$ cat src/rtl/uart_tx_responder.sv
// uart_tx_responder: memory-mapped UART transmitter (TX FIFO + serialiser) on a req/gnt/rvalid bus
//   Ports: clk_i, rst_i (async, active high);
//          bus in  req_i, we_i, addr_i[3:0], be_i[3:0], wdata_i[31:0];
//          bus out gnt_o (combinational), rvalid_o / rdata_o[31:0] (one cycle after each grant);
//          tx_o serial line (idle high); irq_o = CTRL.irq_en & FIFO empty & serialiser idle.
//   Registers: 0x0 TXDATA, 0x4 STATUS, 0x8 BAUDDIV, 0xC CTRL.
//   Define UART_TX_PARITY_EN to add a parity bit after the data bits; CTRL[2] then selects odd parity.
module uart_tx_responder #(
   parameter int          FIFO_DEPTH  = 8,
   parameter logic [15:0] DEFAULT_DIV = 16'd434
) (
   input  logic        clk_i,
   input  logic        rst_i,
   input  logic        req_i,
   input  logic        we_i,
   input  logic [3:0]  addr_i,
   input  logic [3:0]  be_i,
   input  logic [31:0] wdata_i,
   output logic        gnt_o,
   output logic        rvalid_o,
   output logic [31:0] rdata_o,
   output logic        tx_o,
   output logic        irq_o
);
   localparam int AW = $clog2(FIFO_DEPTH);
   typedef enum logic [2:0] {S_IDLE, S_START, S_DATA, S_PARITY, S_STOP} state_t;
   state_t state_q, state_d;
   logic [15:0] cnt_q, cnt_d, baud_q, baud_d, div_eff;
   logic [2:0]  bit_q, bit_d;
   logic [7:0]  shift_q, shift_d, head;
   logic [7:0]  mem_q [FIFO_DEPTH];
   logic [AW:0] wptr_q, wptr_d, rptr_q, rptr_d, level;
   logic [31:0] rdata_q, rdata_d, rd, lvl_w;
   logic [1:0]  reg_sel;
   logic tx_q, tx_d, irq_en_q, irq_en_d, rvalid_q;
   logic full, empty, busy, gnt, wr, push, pop, flush, avail, last, par_bit, odd_rd, unused;
`ifdef UART_TX_PARITY_EN
   localparam state_t AFTER_DATA = S_PARITY;
   logic odd_q, odd_d, par_q, par_d;
   assign par_bit = par_q ^ odd_q;
   assign odd_rd  = odd_q;
   always_comb begin
      odd_d = (wr && reg_sel == 2'd3 && be_i[0]) ? wdata_i[2] : odd_q;
      par_d = pop ? ^head : par_q;
   end
   always_ff @(posedge clk_i or posedge rst_i)
      if (rst_i) begin
         odd_q <= 1'b0;
         par_q <= 1'b0;
      end else begin
         odd_q <= odd_d;
         par_q <= par_d;
      end
`else
   localparam state_t AFTER_DATA = S_STOP;
   assign par_bit = 1'b1;
   assign odd_rd  = 1'b0;
`endif
   assign reg_sel  = addr_i[3:2];
   assign full     = (wptr_q[AW] != rptr_q[AW]) && (wptr_q[AW-1:0] == rptr_q[AW-1:0]);
   assign empty    = wptr_q == rptr_q;
   assign busy     = state_q != S_IDLE;
   // stalls only on the registered full flag, so a same-cycle pop does not release the write
   assign gnt      = req_i & ~(we_i & (reg_sel == 2'd0) & full);
   assign wr       = gnt & we_i;
   assign push     = wr & (reg_sel == 2'd0) & be_i[0];
   assign flush    = wr & (reg_sel == 2'd3) & be_i[0] & wdata_i[1];
   // a flush also blocks the pop it would otherwise race with
   assign avail    = ~empty & ~flush;
   assign head     = mem_q[rptr_q[AW-1:0]];
   assign div_eff  = (baud_q == 16'd0) ? 16'd1 : baud_q;
   assign last     = cnt_q == 16'd0;
   assign level    = wptr_q - rptr_q;
   assign lvl_w    = 32'(level);
   assign rd       = reg_sel == 2'd1 ? {24'd0, (lvl_w > 32'd15) ? 4'd15 : lvl_w[3:0], 1'b0, busy, empty, full}
                   : reg_sel == 2'd2 ? {16'd0, baud_q}
                   : reg_sel == 2'd3 ? {29'd0, odd_rd, 1'b0, irq_en_q} : 32'd0;
   assign gnt_o    = gnt;
   assign rvalid_o = rvalid_q;
   assign rdata_o  = rdata_q;
   assign tx_o     = tx_q;
   assign irq_o    = irq_en_q & empty & ~busy;
   assign unused   = ^{addr_i[1:0], be_i[3:2], wdata_i[31:16], lvl_w[31:4]};
   always_comb begin
      baud_d   = baud_q;
      irq_en_d = irq_en_q;
      if (wr && reg_sel == 2'd2 && be_i[0]) baud_d[7:0] = wdata_i[7:0];
      if (wr && reg_sel == 2'd2 && be_i[1]) baud_d[15:8] = wdata_i[15:8];
      if (wr && reg_sel == 2'd3 && be_i[0]) irq_en_d = wdata_i[0];
      rdata_d = (gnt & ~we_i) ? rd : 32'd0;
      wptr_d  = wptr_q + (AW+1)'(push);
      rptr_d  = flush ? wptr_q : rptr_q + (AW+1)'(pop);
   end
   always_comb begin
      state_d = state_q;
      bit_d   = bit_q;
      shift_d = shift_q;
      pop     = 1'b0;
      case (state_q)
         S_IDLE:   if (avail) begin pop = 1'b1; state_d = S_START; end
         S_START:  if (last) begin state_d = S_DATA; bit_d = 3'd0; end
         S_DATA:   if (last) begin
            shift_d = shift_q >> 1;
            bit_d   = bit_q + 3'd1;
            if (bit_q == 3'd7) state_d = AFTER_DATA;
         end
         S_PARITY: if (last) state_d = S_STOP;
         S_STOP:   if (last) begin pop = avail; state_d = avail ? S_START : S_IDLE; end
         default:  state_d = S_IDLE;
      endcase
      if (pop) shift_d = head;
      // reload on every bit so a new BAUDDIV applies from the next bit on
      cnt_d = (state_q == S_IDLE || last) ? div_eff - 16'd1 : cnt_q - 16'd1;
      // tx follows the next state so the registered line lines up with state_q
      tx_d  = state_d == S_START ? 1'b0 : state_d == S_DATA ? shift_d[0] : state_d == S_PARITY ? par_bit : 1'b1;
   end
   always_ff @(posedge clk_i or posedge rst_i)
      if (rst_i) begin
         state_q  <= S_IDLE;
         cnt_q    <= '0;
         bit_q    <= '0;
         shift_q  <= '0;
         tx_q     <= 1'b1;
         wptr_q   <= '0;
         rptr_q   <= '0;
         baud_q   <= DEFAULT_DIV;
         irq_en_q <= 1'b0;
         rvalid_q <= 1'b0;
         rdata_q  <= '0;
      end else begin
         state_q  <= state_d;
         cnt_q    <= cnt_d;
         bit_q    <= bit_d;
         shift_q  <= shift_d;
         tx_q     <= tx_d;
         wptr_q   <= wptr_d;
         rptr_q   <= rptr_d;
         baud_q   <= baud_d;
         irq_en_q <= irq_en_d;
         rvalid_q <= gnt;
         rdata_q  <= rdata_d;
      end
   always_ff @(posedge clk_i)
      if (push) mem_q[wptr_q[AW-1:0]] <= wdata_i[7:0];
endmodule

$ cat config.mk
export PLATFORM = sky130hd
export DESIGN_NAME = uart_tx_responder
export DESIGN_NICKNAME = d
export VERILOG_FILES = /design/src/rtl/uart_tx_responder.sv
export SDC_FILE = /design/constraint.sdc
export NUM_CORES = 1
export LEC_CHECK = 0
export BUFFER_PORTS_ARGS = -buffer_cell sky130_fd_sc_hd__buf_4
export CAP_MARGIN = 25
export CELL_PAD_IN_SITES_DETAIL_PLACEMENT = 1
export CELL_PAD_IN_SITES_GLOBAL_PLACEMENT = 1
export CORE_ASPECT_RATIO = 0.7
export CORE_UTILIZATION = 47
export CTS_CLUSTER_DIAMETER = 60
export DETAILED_ROUTE_END_ITERATION = 7
export PLACE_DENSITY = 0.76
export SLEW_MARGIN = 10
export SYNTH_ARGS = -nofsm -noshare
export SYNTH_HDL_FRONTEND = slang
export SYNTH_SLANG_ARGS = --single-unit
$ cat constraint.sdc
create_clock -name clk_i -period 5.6 [get_ports clk_i]
set_input_delay 0.28 -clock clk_i [delete_from_list [all_inputs] [get_ports clk_i]]
set_output_delay 0.28 -clock clk_i [all_outputs]
set_load 0.02 [all_outputs]
==> impl_metrics.json, run 1 <==
{
  "outcome": "complete, no violations",
  "power.leakage_nw": 2.890,
  "dieArea_mm2": 0.01374,
  "period_minus_slack_ps": 4726,
  "cts.sinks": 137,
  "gr-total-overflow": 0,
  "cp_data_required_time_ps": 5890,
  "drcViolationCount": 0,
  "maxSlewHeadroom": 0.3557,
  "syn_area_mm2": 0.006237,
  "final_util": 0.5706,
  "setup_viol": 0,
  "grt_use_total": 0.2429,
  "start_util": 0.4920,
  "cts_setup_buffers": 0,
  "vias_per_cell": 5.764,
  "first_pass_iters": 5,
  "yosysWarnings": 0,
  "peakVddDrop_uv": 312.9,
  "clk_latency_ps": 430,
  "grt_pass1_wl_mm": 24.26,
  "drv_cap": 0,
  "num_vias": 4006,
  "hold_class": "primary input to flop",
  "fp.dieH_um": 98.38,
  "core_mm2": 0.01268,
  "synthTopCellsByArea": "edfxtp_1 (31%), dfrtp_1 (27%), mux4_2 (5.8%)",
  "fin_cells": 695,
  "dp_hpwl_mm": 10.08,
  "fin_hold_ws_ps": 82.84,
  "drt_iter0_drc": 327,
  "async_flop_share": 0.5328,
  "gp_congestion": 0.7953,
  "cp_data_arrival_time_ps": 5020,
  "drive_gt1_frac": 0.2402,
  "tritoncts": "yes",
  "antenna_found_initial": 0,
  "cts_root_buf": "clkbuf_16",
  "worst_slew_pin_slew_ps": 962.9,
  "drv_slew": 0,
  "cts_resized": 0,
  "syn2layout_area_growth_pct": 15.97,
  "syn_area_per_cell_um2": 13.19,
  "power_density_mw_per_mm2": 463.6,
  "hold_path_depth": 2,
  "grt_max_degree": 74,
  "tns_ps": 0,
  "yosys_most_used_dff": "dfrtp_1",
  "synth_edf_count": 64,
  "ys_seq_area_frac": 0.6022,
  "rsz0062_at_grt": "no",
  "grt_pass1_vias": 4249,
  "wl_per_cell_um": 22.06,
  "clk_pin_slew_ps": 60,
  "end_kind": "flop",
  "min_period_over_period": 0.8439,
  "synth.most_common_cell": "dfrtp_1",
  "crit_fanout": 7,
  "synth.largest_area_cell": "edfxtp_1",
  "ioPinCount": 80,
  "nets": 575,
  "fillers": 1288,
  "synth_top_area_frac": 0.3081,
  "rr_worst_depth": 13,
  "io_buffers": 43,
  "fin_skew_ps": 12.39,
  "dpl.cell_count": 661,
  "synthTopCellsByCount": "dfrtp_1 (67), edfxtp_1 (64), nor2_1 (37)",
  "crit_path_start_kind": "flop",
  "cts_max_path_buffers": 2,
  "clock.fmax_mhz": 211.6,
  "finalHoldViolCount": 0,
  "syn_inst": 473,
  "final.setup.worst_slack_ps": 874.3,
  "rows": 34,
  "chipWidth_um": 139.7,
  "crit_type": "flop to flop",
  "num_antenna_cells": 0,
  "htreeDepth": 4,
  "routed_wirelength_mm": 15.33,
  "ant_nets": 0,
  "pre_cts_ws_ps": 997.3,
  "numCtsBuffers": 17,
  "synth-seq-cells": 137,
  "synth_cell_type_count": 55
}
[power breakdown]
group | switching, mW | internal (mW) | total, mW | leakage, nW
sequential | 0.223 | 1.22 | 1.45 | 1.47
clock | 0.455 | 0.614 | 1.07 | 0.258
combinational | 0.438 | 0.399 | 0.837 | 1.16
[final timing paths]
path                            startpoint          to  slack (ps)
worst max-delay path             cnt_q[11]   cnt_q[14]         870
worst min-delay path            wdata_i[9]   baud_q[9]          80
worst max register to register   cnt_q[11]   cnt_q[14]         870
worst min register to register  shift_q[7]  shift_q[7]         510
max in group asynchronous            rst_i   baud_q[1]        4540
min in group asynchronous            rst_i    bit_q[1]         440
[metal layers]
layer,GRT usage,vias to the layer above,share of wire
li1,-,1793,-
met1,0.3519,2066,0.47
met2,0.3700,134,0.47
met3,0.04757,13,0.060
met4,0.07861,0,0.0079
met5,0,-,0
[kinds of logic after synthesis]
family / count (synthesis) / synth area share
buf+inv: 50 / 0.04233
simple gates: 135 / 0.1107
flops: 137 / 0.6022
xor+xnor: 27 / 0.03791
other cells: 1 / 0.0006012
mux: 49 / 0.1168
compound gates: 63 / 0.06620
fa+ha+maj: 11 / 0.02327
[critical path: stages (launching register included)]
cell and delay, ps:
dfrtp_1 410, or4_4 550, or4_4 460, or2_1 330, nand2_1 250, o311ai_0 180, o21ai_0 180, ha_1 320
or4b_2 750, nor2_1 150, o21ai_0 150, a2111oi_0 550, xnor2_1 200, a21oi_1 110
[flip-flops by register name, summed over array words and instances, names as in the netlist]
| register | cells |
|---|---|
| tx_o | 1 |
| mem_q | 64 |
| cnt_q | 16 |
| rdata_o | 16 |
| wptr_q | 4 |
| irq_en_q | 1 |
| bit_q | 3 |
| state_q | 3 |
| rvalid_o | 1 |
| baud_q | 16 |
| rptr_q | 4 |
| shift_q | 8 |
[placed cells by master (no fill, tap or decap), types with 7 or more instances in the layout]
cell type  Yosys  final
clkbuf_16      0     17
edfxtp_1      64     64
nand2_1       24     24
o21ai_0       13     13
a21oi_1       17     17
buf_4         16     48
inv_1         12     11
ha_1          10     10
mux2_2        20     20
and2_1        13     13
dfrtp_1       67     67
mux2i_1       12     12
conb_1         1     16
mux4_2        16     16
nand3_1        8      8
xnor2_1       14     14
xor2_1        13     13
nand2b_1       7      7
nor3_1        14     14
nor2_1        37     37
[stage by stage]
step	area (um^2)	power, mW
floorplan	6294	2.017
global placement	6641	2.214
detailed placement	6641	2.265
CTS	7196	3.359
global route	7233	3.505
finish	7233	3.353
[repair_timing]
action	CTS	global route
endpoints found under the setup margin	0	0
hold buffers	0	1
endpoints found under the hold margin	0	16
[area by class of cell]
cell class,count,area (um^2),area share
flip-flops and latches,137,3756,0.5193
multi-input cells,301,2273,0.3143
clock buffers,19,432.9,0.05985
repair buffers,50,397.9,0.05501
well taps,162,202.7,0.02802
clock inverters,13,121.4,0.01678
inverters,13,48.80,0.006746
No activity file was read; power rests on OpenSTA's default activity.
==> inputs of run 2 (changes only) <==
CORE_UTILIZATION = 43   (was 47)
PLACE_DENSITY = 0.73   (was 0.76)
clock period = 4.2 ns   (was 5.6 ns; I/O delays follow)
==> run 2 against run 1 <==
  * Routed wire length increased by 1.2%
  * Flip-flop and latch count unchanged
  * Sequential share of layout area decreased by 0.79 points
  * Sequential power increased by 30%
  * Cell count increased by 5.6%
  * Critical path type unchanged
  * Critical endpoint unchanged
==> impl_metrics.json, run 2 (synthesis gave the netlist of run 1 again) <==
{
  "outcome": "complete, no violations",
  "num_vias": 3932,
  "clk_pin_slew_ps": 60,
  "drt_iter0_drc": 206,
  "crit_top_cell": "or4_4",
  "rows": 36,
  "critical-path-top-delay-family": "simple AND/OR/NAND/NOR gates",
  "core_mm2": 0.01405,
  "final_util": 0.5226,
  "rsz0062_at_grt": "no",
  "switching_share": 0.3280,
  "crit_type": "flop to flop",
  "htreeDepth": 4,
  "cts.sinks": 137,
  "tritoncts": "yes",
  "power_density_mw_per_mm2": 609.3,
  "gr-total-overflow": 0,
  "setup_viol": 0,
  "numCtsBuffers": 17,
  "antenna_found_initial": 0,
  "period_minus_slack_ps": 3914,
  "clockPowerShare": 0.314,
  "p_int_mw": 3.007,
  "start_util": 0.4438,
  "first_pass_iters": 4,
  "wl_per_cell_um": 21.14,
  "fp.dieH_um": 102.8,
  "vias_per_cell": 5.357,
  "cp_data_arrival_time_ps": 4210,
  "clk_latency_ps": 430,
  "chipWidth_um": 146.0,
  "clock.fmax_mhz": 255.5,
  "syn2layout_area_growth_pct": 17.75,
  "grt_use_total": 0.2246,
  "worst_slew_pin_slew_ps": 798.3,
  "comb_power_share": 0.266,
  "cts_root_buf": "clkbuf_16",
  "crit_path_top_delay_cell": "or4b_2",
  "maxSlewHeadroom": 0.4670,
  "fin_skew_ps": 21.37,
  "grt_max_degree": 38,
  "final_cell_mix": "dfrtp_1 (67), edfxtp_1 (64), buf_4 (61)",
  "peakVddDrop_uv": 326.5,
  "gp_congestion": 0.8381,
  "max_stage_delay_ps": 610,
  "cp_data_required_time_ps": 4500,
  "dp_hpwl_mm": 10.93,
  "end_kind": "flop",
  "crit_path_start_kind": "flop",
  "hold_class": "primary input to flop",
  "dieArea_mm2": 0.01500,
  "tns_ps": 0,
  "ioPinCount": 80,
  "path_buf_inv": 0,
  "finalHoldViolCount": 0,
  "grt_pass1_vias": 4212,
  "nets": 587,
  "drv_cap": 0,
  "min_period_over_period": 0.9319,
  "drcViolationCount": 0,
  "cts_max_path_buffers": 2,
  "dpl.cell_count": 702,
  "drv_slew": 0,
  "ant_nets": 0,
  "grt_pass1_wl_mm": 24.25,
  "final_common_cell": "dfrtp_1",
  "num_antenna_cells": 0,
  "crit_fanout": 5,
  "largest_reg_flops": 64,
  "routed_wirelength_mm": 15.52,
  "seqPwrFrac": 0.420,
  "fin_cells": 734,
  "drive_gt1_frac": 0.2610,
  "power.leakage_nw": 2.950,
  "crit_chain": "or4_4 > or4_4 > or2_1 > nand2_2 > o311ai_0 > o21ai_0 > ha_1 > or4b_2 > nor2_1 > o21ai_1 > a2111oi_2 > xnor2_1 > a21oi_1",
  "p_sw_mw": 1.468,
  "io_buffers": 43
}
run 2: repair_timing:
action | CTS | global route
buffers inserted | 0 | 0
hold buffers | 1 | 0
resized for setup | 0 | 2
hold endpoints to repair | 33 | 0
setup endpoints to repair | 0 | 1
run 2: path summary, 6_finish.rpt:
kind	slack, ps	endpoint	startpoint	cells past startpoint
min	20	baud_q[14]	wdata_i[14]	2
min in group asynchronous	500	rdata_o[2]	rst_i	3
max in group asynchronous	2680	baud_q[8]	rst_i	4
min reg2reg	520	shift_q[7]	shift_q[7]	2
max	290	cnt_q[14]	cnt_q[12]	13
max reg2reg	290	cnt_q[14]	cnt_q[12]	13
run 2: metrics by stage:
stage               hold WS, ps  setup WS (ps)  power [mW]  cell area, um^2
floorplan                 308.9          101.5       2.691             6297
global placement          408.4          198.6       3.003             6778
detailed placement        417.1          135.0       3.072             6778
CTS                       2.957          134.2       4.509             7340
global route              9.728          31.40       4.704             7345
finish                    22.86          286.2       4.475             7345
run 2: worst register-to-register path: cells and delay by family (launching register included):
family                   cells  cell delay (ps)
AO/OA/AOI/OAI                5              830
XOR/XNOR                     1              180
adder cells (fa/ha/maj)      1              210
flip-flops                   1              390
AND/OR/NAND/NOR              6             2180
run 2: power by group through the flow:
stage | combinational (mW) | clock, mW | sequential, mW
6_report | 1.19 | 1.40 | 1.88
5_1_grt | 1.31 | 1.48 | 1.91
4_1_cts | 1.20 | 1.43 | 1.88
3_5_place_dp | 1.18 | 0 | 1.90
3_3_place_gp | 1.13 | 0 | 1.87
2_1_floorplan | 0.864 | 0 | 1.83
run 2: cell type report:
type	count	area, um^2
Clock buffer	18	429.2
Clock inverter	13	122.6
Fill cell	1445	6709
Inverter	13	48.80
Multi-Input combinational cell	301	2282
Sequential cell	137	3756
Tap cell	190	237.7
Timing Repair Buffer	62	467.9
run 2: layer usage:
layer	up-vias	global-route usage	wire length, um
li1	1830	-	-
met1	2002	0.3198	7659
met2	93	0.3467	7041
met3	7	0.04469	721
met4	0	0.07854	93
met5	-	0	0
==> inputs of run 3 (changes only) <==
PLACE_DENSITY = not set   (was 0.73)
PLACE_DENSITY_LB_ADDON = 0.1   (was not set)
==> run 3 against run 2 <==
  * Clock power about the same
  * First-iteration DRC count decreased by 26%
  * Largest cell class unchanged
  * Sequential power about the same
  * Critical path type unchanged
  * Clock skew decreased by 11 ps
  * Non-clock buffer count increased by 7
  * Setup slack improved by 7.1 ps
  * Register-to-register slack about the same
  * Count of clock-buffer cells in the layout increased by 1
  * Global-route usage increased by 0.31 points
==> impl_metrics.json, run 3 (synthesis gave the netlist of run 1 again) <==
{
  "wl_per_cell_um": 21.05,
  "ioPinCount": 80,
  "numCtsBuffers": 17,
  "antenna_found_initial": 0,
  "crit_path_top_delay_cell": "or4b_2",
  "min_period_over_period": 0.9302,
  "peakVddDrop_uv": 319.6,
  "p_int_mw": 2.969,
  "hold_class": "primary input to flop",
  "finalHoldViolCount": 0,
  "cts_max_path_buffers": 2,
  "dp_hpwl_mm": 11.08,
  "first_pass_iters": 4,
  "rr_startpoint": "cnt_q[12]",
  "worst_slew_pin_slew_ps": 922.8,
  "gp_congestion": 0.8178,
  "cp_data_required_time_ps": 4500,
  "crit_path_start_kind": "flop",
  "num_antenna_cells": 0,
  "grt_use_total": 0.2277,
  "grt_max_degree": 45,
  "cts.sinks": 137,
  "maxSlewHeadroom": 0.3770,
  "power_density_mw_per_mm2": 604.5,
  "crit_chain": "or4_4 > or4_4 > or2_1 > nand2_4 > o311ai_0 > o21ai_1 > ha_1 > or4b_2 > nor2_1 > o21ai_1 > a2111oi_2 > xnor2_1 > a21oi_1",
  "drt_iter0_drc": 153,
  "start_util": 0.4438,
  "hold_start": "we_i",
  "fp.dieH_um": 102.8,
  "num_vias": 4032,
  "dieArea_mm2": 0.01500,
  "final_cell_area_mm2": 0.007410,
  "outcome": "complete, no violations",
  "io_buffers": 43,
  "cts_root_buf": "clkbuf_16",
  "max_stage_delay_ps": 620,
  "vias_per_cell": 5.434,
  "path_buf_inv": 0,
  "rows": 36,
  "fin_skew_ps": 10.36,
  "crit_type": "flop to flop",
  "period_minus_slack_ps": 3907,
  "core_mm2": 0.01405,
  "seqPwrFrac": 0.420,
  "grt_pass1_vias": 4261,
  "chipWidth_um": 146.0,
  "end_kind": "flop",
  "tritoncts": "yes",
  "routed_wirelength_mm": 15.62,
  "largest_reg_flops": 64,
  "drv_cap": 0,
  "nets": 594,
  "tns_ps": 0,
  "final_cell_mix": "dfrtp_1 (67), buf_4 (65), edfxtp_1 (64)",
  "clockPowerShare": 0.309,
  "fin_cells": 742,
  "rsz0062_at_grt": "no",
  "crit_fanout": 6,
  "drcViolationCount": 0,
  "placed_area_mm2": 0.006800,
  "setup_viol": 0,
  "clock.fmax_mhz": 256.0,
  "comb_power_share": 0.271,
  "drv_slew": 0,
  "switching_share": 0.3371,
  "clk_latency_ps": 430,
  "cp_data_arrival_time_ps": 4210,
  "crit_path_start": "cnt_q[12]",
  "grt_pass1_wl_mm": 24.65,
  "power.leakage_nw": 2.988,
  "final_common_cell": "dfrtp_1",
  "drive_gt1_frac": 0.2663,
  "ant_nets": 0,
  "fin_hold_ws_ps": 15.19,
  "htreeDepth": 4,
  "clk_pin_slew_ps": 70,
  "dpl.cell_count": 705,
  "critical-path-top-delay-family": "simple AND/OR/NAND/NOR gates",
  "syn2layout_area_growth_pct": 18.80,
  "gr-total-overflow": 0,
  "p_sw_mw": 1.510
}
-- run 3: final timing paths --
path                               to  slack (ps)  cells after the start
setup / recovery            cnt_q[14]         290                     13
hold / removal               rvalid_o          20                      2
setup reg to reg            cnt_q[14]         290                     13
hold reg to reg            shift_q[7]         520                      2
max in group asynchronous  rdata_o[4]        3300                      4
min in group asynchronous  state_q[1]         250                      3
-- run 3: metrics by stage --
step | utilization | setup WS, ps | total power, mW
2_1_floorplan | - | 101.5 | 2.691
3_3_place_gp | 0.4839 | 157.5 | 3.031
3_5_place_dp | 0.4839 | 85.92 | 3.092
4_1_cts | 0.5239 | 72.07 | 4.495
5_1_grt | 0.5272 | 32.23 | 4.724
6_report | 0.5272 | 293.3 | 4.479
-- run 3: area by class of cell --
cell class,count,area [um^2]
Multi-Input combinational cell,301,2287
Inverter,13,48.80
Timing Repair Buffer,69,538.0
Clock buffer,19,432.9
Fill cell,1450,6644
Sequential cell,137,3756
Clock inverter,13,108.9
Tap cell,190,237.7
-- run 3: power groups by stage --
stage	clock network, mW	logic [mW]	registers (mW)
after floorplan	0	0.864	1.83
after global placement	0	1.15	1.88
after detailed placement	0	1.19	1.90
after CTS	1.41	1.21	1.88
after global routing	1.46	1.35	1.91
final	1.38	1.21	1.88
-- run 3: timing repair --
item                                    CTS  global route
endpoints found under the setup margin    0             4
endpoints found under the hold margin     2             7
resized for setup                         0             4
buffers inserted                          0             1
hold buffers                              2             1
-- run 3: layer usage --
layer	part of all wire	global-route usage	vias to the layer above
li1	-	-	1838
met1	0.52	0.3370	2100
met2	0.44	0.3379	77
met3	0.034	0.05398	17
met4	0.0077	0.05830	0
met5	0	0	-
